File: src/rtl/piano_cmd_tx.sv
// piano_cmd_tx: serializes {key,vel} commands MSB first to a piano shift-register receiver.
// Define PIANO_CMD_TX_FIFO_EN for a 4-entry command FIFO; otherwise a single holding register.
module piano_cmd_tx #(
    parameter int CLK_DIV      = 4,
    parameter int LATCH_CYCLES = 2,
    parameter int GAP_CYCLES   = 280,
    parameter int NUM_KEYS     = 12
) (
    input  logic       clk,
    input  logic       rst_n,
    input  logic       cmd_valid,
    output logic       cmd_ready,
    input  logic [6:0] cmd_key,
    input  logic [6:0] cmd_vel,
    output logic       clk_sr,
    output logic       d,
    output logic       latch,
    output logic       busy,
    output logic       key_err
);
    typedef enum logic [1:0] {IDLE, SHIFT, LATCH, GAP} state_t;

    localparam logic [7:0]  DIV_LAST = 8'(CLK_DIV - 1);
    localparam logic [15:0] LAT_LAST = 16'(LATCH_CYCLES - 1);
    // GAP lasts one cycle less than GAP_CYCLES; the IDLE cycle that pops the next word completes the gap
    localparam logic [15:0] GAP_LAST = 16'(GAP_CYCLES - 2);
    localparam logic [7:0]  NK       = 8'(NUM_KEYS);

    state_t      state_q;
    logic        rdy_q, key_err_q, clk_sr_q, d_q, latch_q, ph_q;
    logic [7:0]  div_q;
    logic [3:0]  bit_q;
    logic [15:0] cnt_q;
    logic [13:0] sr_q;
    logic        buf_full, buf_empty, pop, push, accept, key_bad;
    logic [13:0] buf_word;

    assign pop       = (state_q == IDLE) && !buf_empty;
    assign cmd_ready = rdy_q && (!buf_full || pop);
    assign accept    = cmd_valid && cmd_ready;
    assign key_bad   = {1'b0, cmd_key} >= NK;
    assign push      = accept && !key_bad;

`ifdef PIANO_CMD_TX_FIFO_EN
    logic [13:0] mem_q [4];
    logic [1:0]  wp_q, rp_q;
    logic [2:0]  fcnt_q, fcnt_d;

    assign fcnt_d    = fcnt_q + {2'b0, push} - {2'b0, pop};
    assign buf_full  = fcnt_q == 3'd4;
    assign buf_empty = fcnt_q == 3'd0;
    assign buf_word  = mem_q[rp_q];

    always_ff @(posedge clk) begin
        if (push) mem_q[wp_q] <= {cmd_key, cmd_vel};
    end

    always_ff @(posedge clk) begin
        if (!rst_n) begin
            wp_q   <= '0;
            rp_q   <= '0;
            fcnt_q <= '0;
        end else begin
            wp_q   <= push ? wp_q + 2'd1 : wp_q;
            rp_q   <= pop ? rp_q + 2'd1 : rp_q;
            fcnt_q <= fcnt_d;
        end
    end
`else
    logic [13:0] hold_q;
    logic        full_q, full_d;

    assign full_d    = push || (full_q && !pop);
    assign buf_full  = full_q;
    assign buf_empty = !full_q;
    assign buf_word  = hold_q;

    always_ff @(posedge clk) begin
        if (!rst_n) begin
            hold_q <= '0;
            full_q <= 1'b0;
        end else begin
            hold_q <= push ? {cmd_key, cmd_vel} : hold_q;
            full_q <= full_d;
        end
    end
`endif

    always_ff @(posedge clk) begin
        if (!rst_n) begin
            state_q   <= IDLE;
            rdy_q     <= 1'b0;
            key_err_q <= 1'b0;
            clk_sr_q  <= 1'b0;
            d_q       <= 1'b0;
            latch_q   <= 1'b0;
            ph_q      <= 1'b0;
            div_q     <= '0;
            bit_q     <= '0;
            cnt_q     <= '0;
            sr_q      <= '0;
        end else begin
            rdy_q     <= 1'b1;
            key_err_q <= accept && key_bad;
            case (state_q)
                IDLE: if (!buf_empty) begin
                    state_q  <= SHIFT;
                    sr_q     <= buf_word;
                    d_q      <= buf_word[13];
                    bit_q    <= 4'd13;
                    div_q    <= '0;
                    ph_q     <= 1'b0;
                    clk_sr_q <= 1'b0;
                end
                SHIFT: if (div_q == DIV_LAST) begin
                    div_q <= '0;
                    if (!ph_q) begin
                        ph_q     <= 1'b1;
                        clk_sr_q <= 1'b1;
                    end else if (bit_q == 4'd0) begin
                        state_q  <= LATCH;
                        ph_q     <= 1'b0;
                        clk_sr_q <= 1'b0;
                        d_q      <= 1'b0;
                        latch_q  <= 1'b1;
                        cnt_q    <= '0;
                    end else begin
                        bit_q    <= bit_q - 4'd1;
                        ph_q     <= 1'b0;
                        clk_sr_q <= 1'b0;
                        d_q      <= sr_q[bit_q - 4'd1];
                    end
                end else begin
                    div_q <= div_q + 8'd1;
                end
                LATCH: if (cnt_q == LAT_LAST) begin
                    latch_q <= 1'b0;
                    cnt_q   <= '0;
                    state_q <= (GAP_CYCLES > 1) ? GAP : IDLE;
                end else begin
                    cnt_q <= cnt_q + 16'd1;
                end
                GAP: if (cnt_q == GAP_LAST) begin
                    state_q <= IDLE;
                    cnt_q   <= '0;
                end else begin
                    cnt_q <= cnt_q + 16'd1;
                end
                default: state_q <= IDLE;
            endcase
        end
    end

    assign clk_sr  = clk_sr_q;
    assign d       = d_q;
    assign latch   = latch_q;
    assign key_err = key_err_q;
    assign busy    = (state_q != IDLE) || !buf_empty;
endmodule

File: config.mk
export PLATFORM = sky130hd
export DESIGN_NAME = piano_cmd_tx
export DESIGN_NICKNAME = d
export VERILOG_FILES = /design/src/rtl/piano_cmd_tx.sv
export SDC_FILE = /design/constraint.sdc
export NUM_CORES = 1
export LEC_CHECK = 0
export BUFFER_PORTS_ARGS = -buffer_cell sky130_fd_sc_hd__buf_2
export CAP_MARGIN = 25
export CORE_ASPECT_RATIO = 0.6
export CORE_MARGIN = 8
export CORE_UTILIZATION = 45
export DETAILED_ROUTE_END_ITERATION = 10
export GPL_TIMING_DRIVEN = 0
export PLACE_DENSITY = 0.72
export SLEW_MARGIN = 20
export SYNTH_ARGS = -nofsm -noshare
export SYNTH_HDL_FRONTEND = slang
export SYNTH_SLANG_ARGS = --single-unit
export TNS_END_PERCENT = 10
File: constraint.sdc
create_clock -name clk -period 3.1 [get_ports clk]
set_clock_uncertainty 0.15 [all_clocks]
set_input_delay 0.155 -clock clk [delete_from_list [all_inputs] [get_ports clk]]
set_output_delay 0.155 -clock clk [all_outputs]
set_load 0.02 [all_outputs]
# Yosys cells after proc, flatten, opt, wreduce, memory -nomap -nowiden
# Index checks and enable logic that the tools add are counted.
# totals
register_bits	64
latch_bits	0
ram_bits	0
mem_bits_ro	0
in_bits	17
out_inout_bits	6
word_cells	94
memories	0
# classes
addsub	3
multipliers	0
div_mod_pow	0
order_cmp	2
eq_ne	13
n_shift	0
muxes	38
bitwise_logic	0
n_reduce_logical	26
# op_table
operator	n
two-way mux 16 bit	5
one-hot mux 16 bit (3 select lines)	1
adder 16 x 1 -> 16 bit (second input constant)	1
equality test 16 x 1 -> 1 bit (second input constant)	1
equality test 16 x 9 -> 1 bit (second input constant)	1
two-way mux 4 bit	4
two-way mux 8 bit	2
one-hot mux 8 bit (2 select lines)	1
!= test 2 bit (second input constant)	7
two-way mux 1 bit	13
two-way mux 2 bit	6
AND reduction 5 bit	2
adder 8 x 1 -> 8 bit (second input constant)	1
equality test 8 x 2 -> 1 bit (second input constant)	1
one-hot mux 2 bit (4 select lines)	1
one-hot mux 4 bit (2 select lines)	1
AND reduction 4 bit	2
>= comparator 7 x 4 -> 1 bit (second input constant)	1
logical AND 1 bit	6
one-hot mux 1 bit (2 select lines)	3
AND reduction 6 bit	1
nonzero test 2 bit	3
< comparator 4 x 5 -> 1 bit (second input constant)	1
binary-select mux 1 bit (select 4 bit)	1
10 further kinds	16

# Longest topological paths before layout
# depth
depth_word	7
ltp_mapped	9
ltp_nobuf	7

# Worst setup path before layout
# No wires, ideal clock.
# synth_timing
path_type	reg-to-reg
startpoint	register bit_q[0]
endpoint	register cnt_q[10]
setup_ns	0.115
t_arrival_ns	1.995
t_required_ns	2.835
setup_slack_ns	0.840
stages_incl_launch_ff	10
n_path_buf	2
period_less_slack_ns	2.260
path_cell_list	dfxtp_1 > buf_2 > inv_1 > ha_1 > nor3b_1 > nand4_2 > and2_4 > o21ai_4 > buf_4 > nor2_1
# synth_between
elab_chain_cells	3
# synth_rtl
element	line	rtl
from (decl)	32	logic [3:0] bit_q;
from (signal assigned)	128	bit_q <= bit_q - 4'd1;
logical NOT 4 bit	120	end else if (bit_q == 4'd0) begin
!= test 2 bit (no line)	-	
AND reduction 4 bit (no line)	-	
to (signal assigned)	141	cnt_q <= cnt_q + 16'd1;
to (signal assigned)	147	cnt_q <= cnt_q + 16'd1;
to (decl)	33	logic [15:0] cnt_q;
# No other way between the ends.
# A chain may end at the register's enable or synchronous reset.

# Worst setup path in the final report
# Same ends and word-level chain as after synthesis.

==> out/qor.csv <==
metric;value;unit
p_leak;1.31;nW
synth_ff_type;dfxtp_1;
grt_remaining_overflow;0;
slew_viol_final;0;
worstHoldPathCells;3;
port_buffers;22;
start_kind;register;
vias;2461;
cp.arrival;2800;ps
drt-vias-per-instance;5.25;
ios;23;
whs;42.8;ps
fin_crit;2710;ps
ys_seq_area_frac;0.428;
worstHoldEndpoint;key_err;
drt_iter0_drc;152;
postCtsSetupBuffers;0;
netlist.area_leader.share;0.428;
num_rows;23;
cts_root_buf;clkbuf_8;
max_freq;370;MHz
r2r-start;bit_q[0];
areaGrowthSynthToFinish;17.4;%
clk_path_buf_depth;2;
antenna_found_initial;0;
critPathKind;register to register;
wire_per_inst;14.1;um
dp_hpwl;4880;um
slew_headroom;0.389;
drt-total-wl;6620;um
drv_cap;0;
r2r_setup_slack;390;ps
cts_num_sinks;64;
r2r-end;cnt_q[10];
core_area;6560;um2
yosysWarnings;0;
synthesis.nets;358;
grt_first_pass_wirelength;11500;um
syn-cell-area;2990;um2
cts_made_buffers;9;
rsz0062_at_grt;false;
async_reset_ff_frac;0;
status;finished, final reports clean;
ir_worst_vdd;0.263;mV
die_y;79.2;um
gp_congestion;0.808;
dieArea;9610;um2
grt_pass1_vias;2354;
finalSetupViolations;0;
crit_path_end_kind;register;
fin_crit_sh;0.873;
layout_common_cells;dfxtp_1, nand2_1, nor2_1;
cp_max_fo;10;
initial_core_util;0.456;
hold_viol;0;
synth_edf_count;0;
drive_gt1_frac;0.149;
synth-seq-cells;64;
cts_resized;0;
power.density;560;nW/um2
fin_nets;404;
grt_max_degree;12;
clkTransAtPathRegs;70;ps
htreeDepth;3;
drtPass1Iterations;4;
diodes;0;
syn_inst;331;
clk_latency;350;ps
drc;0;
cts_tree;done;
die_w;121;um
grt_util_all_layers;0.151;
ant_nets;0;
cts.hold.buffers_added;13;
ys_types;50;
reg2reg_depth;9;
n_fill_cell;614;
syn_avg_cell_area;9.05;um2
yosysTopAreaCell;dfxtp_1;
synth_area_leaders;dfxtp_1, xnor2_1, a21oi_1, nand2_1, mux2i_1;
worst_pin_slew;893;ps
min_path_type;input pin to register;
layout_commonest_cell;dfxtp_1;
critPathRequiredTime;3190;ps
holdCritStartpoint;cmd_key[6];
setup_tns;0;ps
## power breakdown
group          internal, mW  switching (mW)  leakage [nW]  total, mW
clock network         0.305           0.326        0.0878      0.631
registers             0.856          0.0287         0.516      0.885
logic                 0.173           0.279         0.710      0.452
## final cells by class
| type | instances | area [um2] | area share |
|---|---|---|---|
| Multi-Input combinational cell | 244 | 1610 | 0.458 |
| Timing Repair Buffer | 35 | 240 | 0.0683 |
| Clock inverter | 6 | 35.0 | 0.00996 |
| Sequential cell | 64 | 1280 | 0.364 |
| Buffer | 14 | 67.6 | 0.0192 |
| Inverter | 9 | 33.8 | 0.00961 |
| Tap cell | 87 | 109 | 0.0310 |
| Clock buffer | 10 | 138 | 0.0391 |
## cells in the mapped netlist, types with 4 or more instances
cell and number:
a211oi_1 5, a21oi_1 32, and3_1 4, clkbuf_1 7
dfxtp_1 64, ha_1 10, inv_1 9, mux2i_1 15
nand2_1 42, nand3_1 9, nand4_1 10, nor2_1 40
nor3_1 6, xnor2_1 20, xor2_1 4
## sequential cells by signal (all words and copies together) (netlist names)
name and count:
cnt_q 16, buf_word 14, sr_q 14, div_q 8, bit_q 4, state_q 2, buf_full 1, d 1
key_err 1, latch 1, ph_q 1, rdy_q 1
## how the worst max path moves through the flow
| stage | start | to | slack, ps | cells past startpoint |
|---|---|---|---|---|
| 6_report | bit_q[0] | cnt_q[10] | 390 | 9 |
| 5_1_grt | bit_q[0] | cnt_q[1] | 250 | 9 |
| 4_1_cts | bit_q[0] | cnt_q[10] | 410 | 9 |
| 3_5_place_dp | bit_q[0] | cnt_q[11] | 440 | 9 |
| 3_3_place_gp | bit_q[0] | cnt_q[1] | 480 | 9 |
| 2_1_floorplan | bit_q[0] | cnt_q[10] | 840 | 9 |
## stage by stage
stage	cell area (um2)	instances	utilization	setup slack, ps	power, mW
finish	3520	469	0.536	394	1.97
global route	3520	469	0.536	253	2.08
CTS	3520	469	0.536	415	1.99
detailed placement	3210	440	0.490	439	1.34
global placement	3210	440	0.490	478	1.32
floorplan	2990	331	-	840	1.22
## per-layer routing
layer | up-vias | part of all wire | wire [um] | GRT usage
met3 | 7 | 0.047 | 309 | 0.0538
met1 | 1164 | 0.53 | 3490 | 0.210
met2 | 42 | 0.41 | 2730 | 0.211
li1 | 1248 | - | - | -
met5 | - | 0 | 0 | 0
met4 | 0 | 0.013 | 88 | 0.0477
## worst max-delay path, cell delays in order, from the launching register on
cell     delay (ps)
dfxtp_1         300
buf_2           180
inv_1            80
ha_1            220
nor3b_1         490
nand4_2         340
and2_4          290
o21ai_4         240
buf_4           230
nor2_1           70
## cells by family after synthesis
kind of cell / synth area share
DFF: 0.428
and+or+nand+nor: 0.221
adders and majority gates: 0.0418
AOI/OAI and AO/OA: 0.128
muxes: 0.0765
buffers and inverters: 0.0338
xor gates and xnor gates: 0.0702
Power figures use the tool's default switching activity.
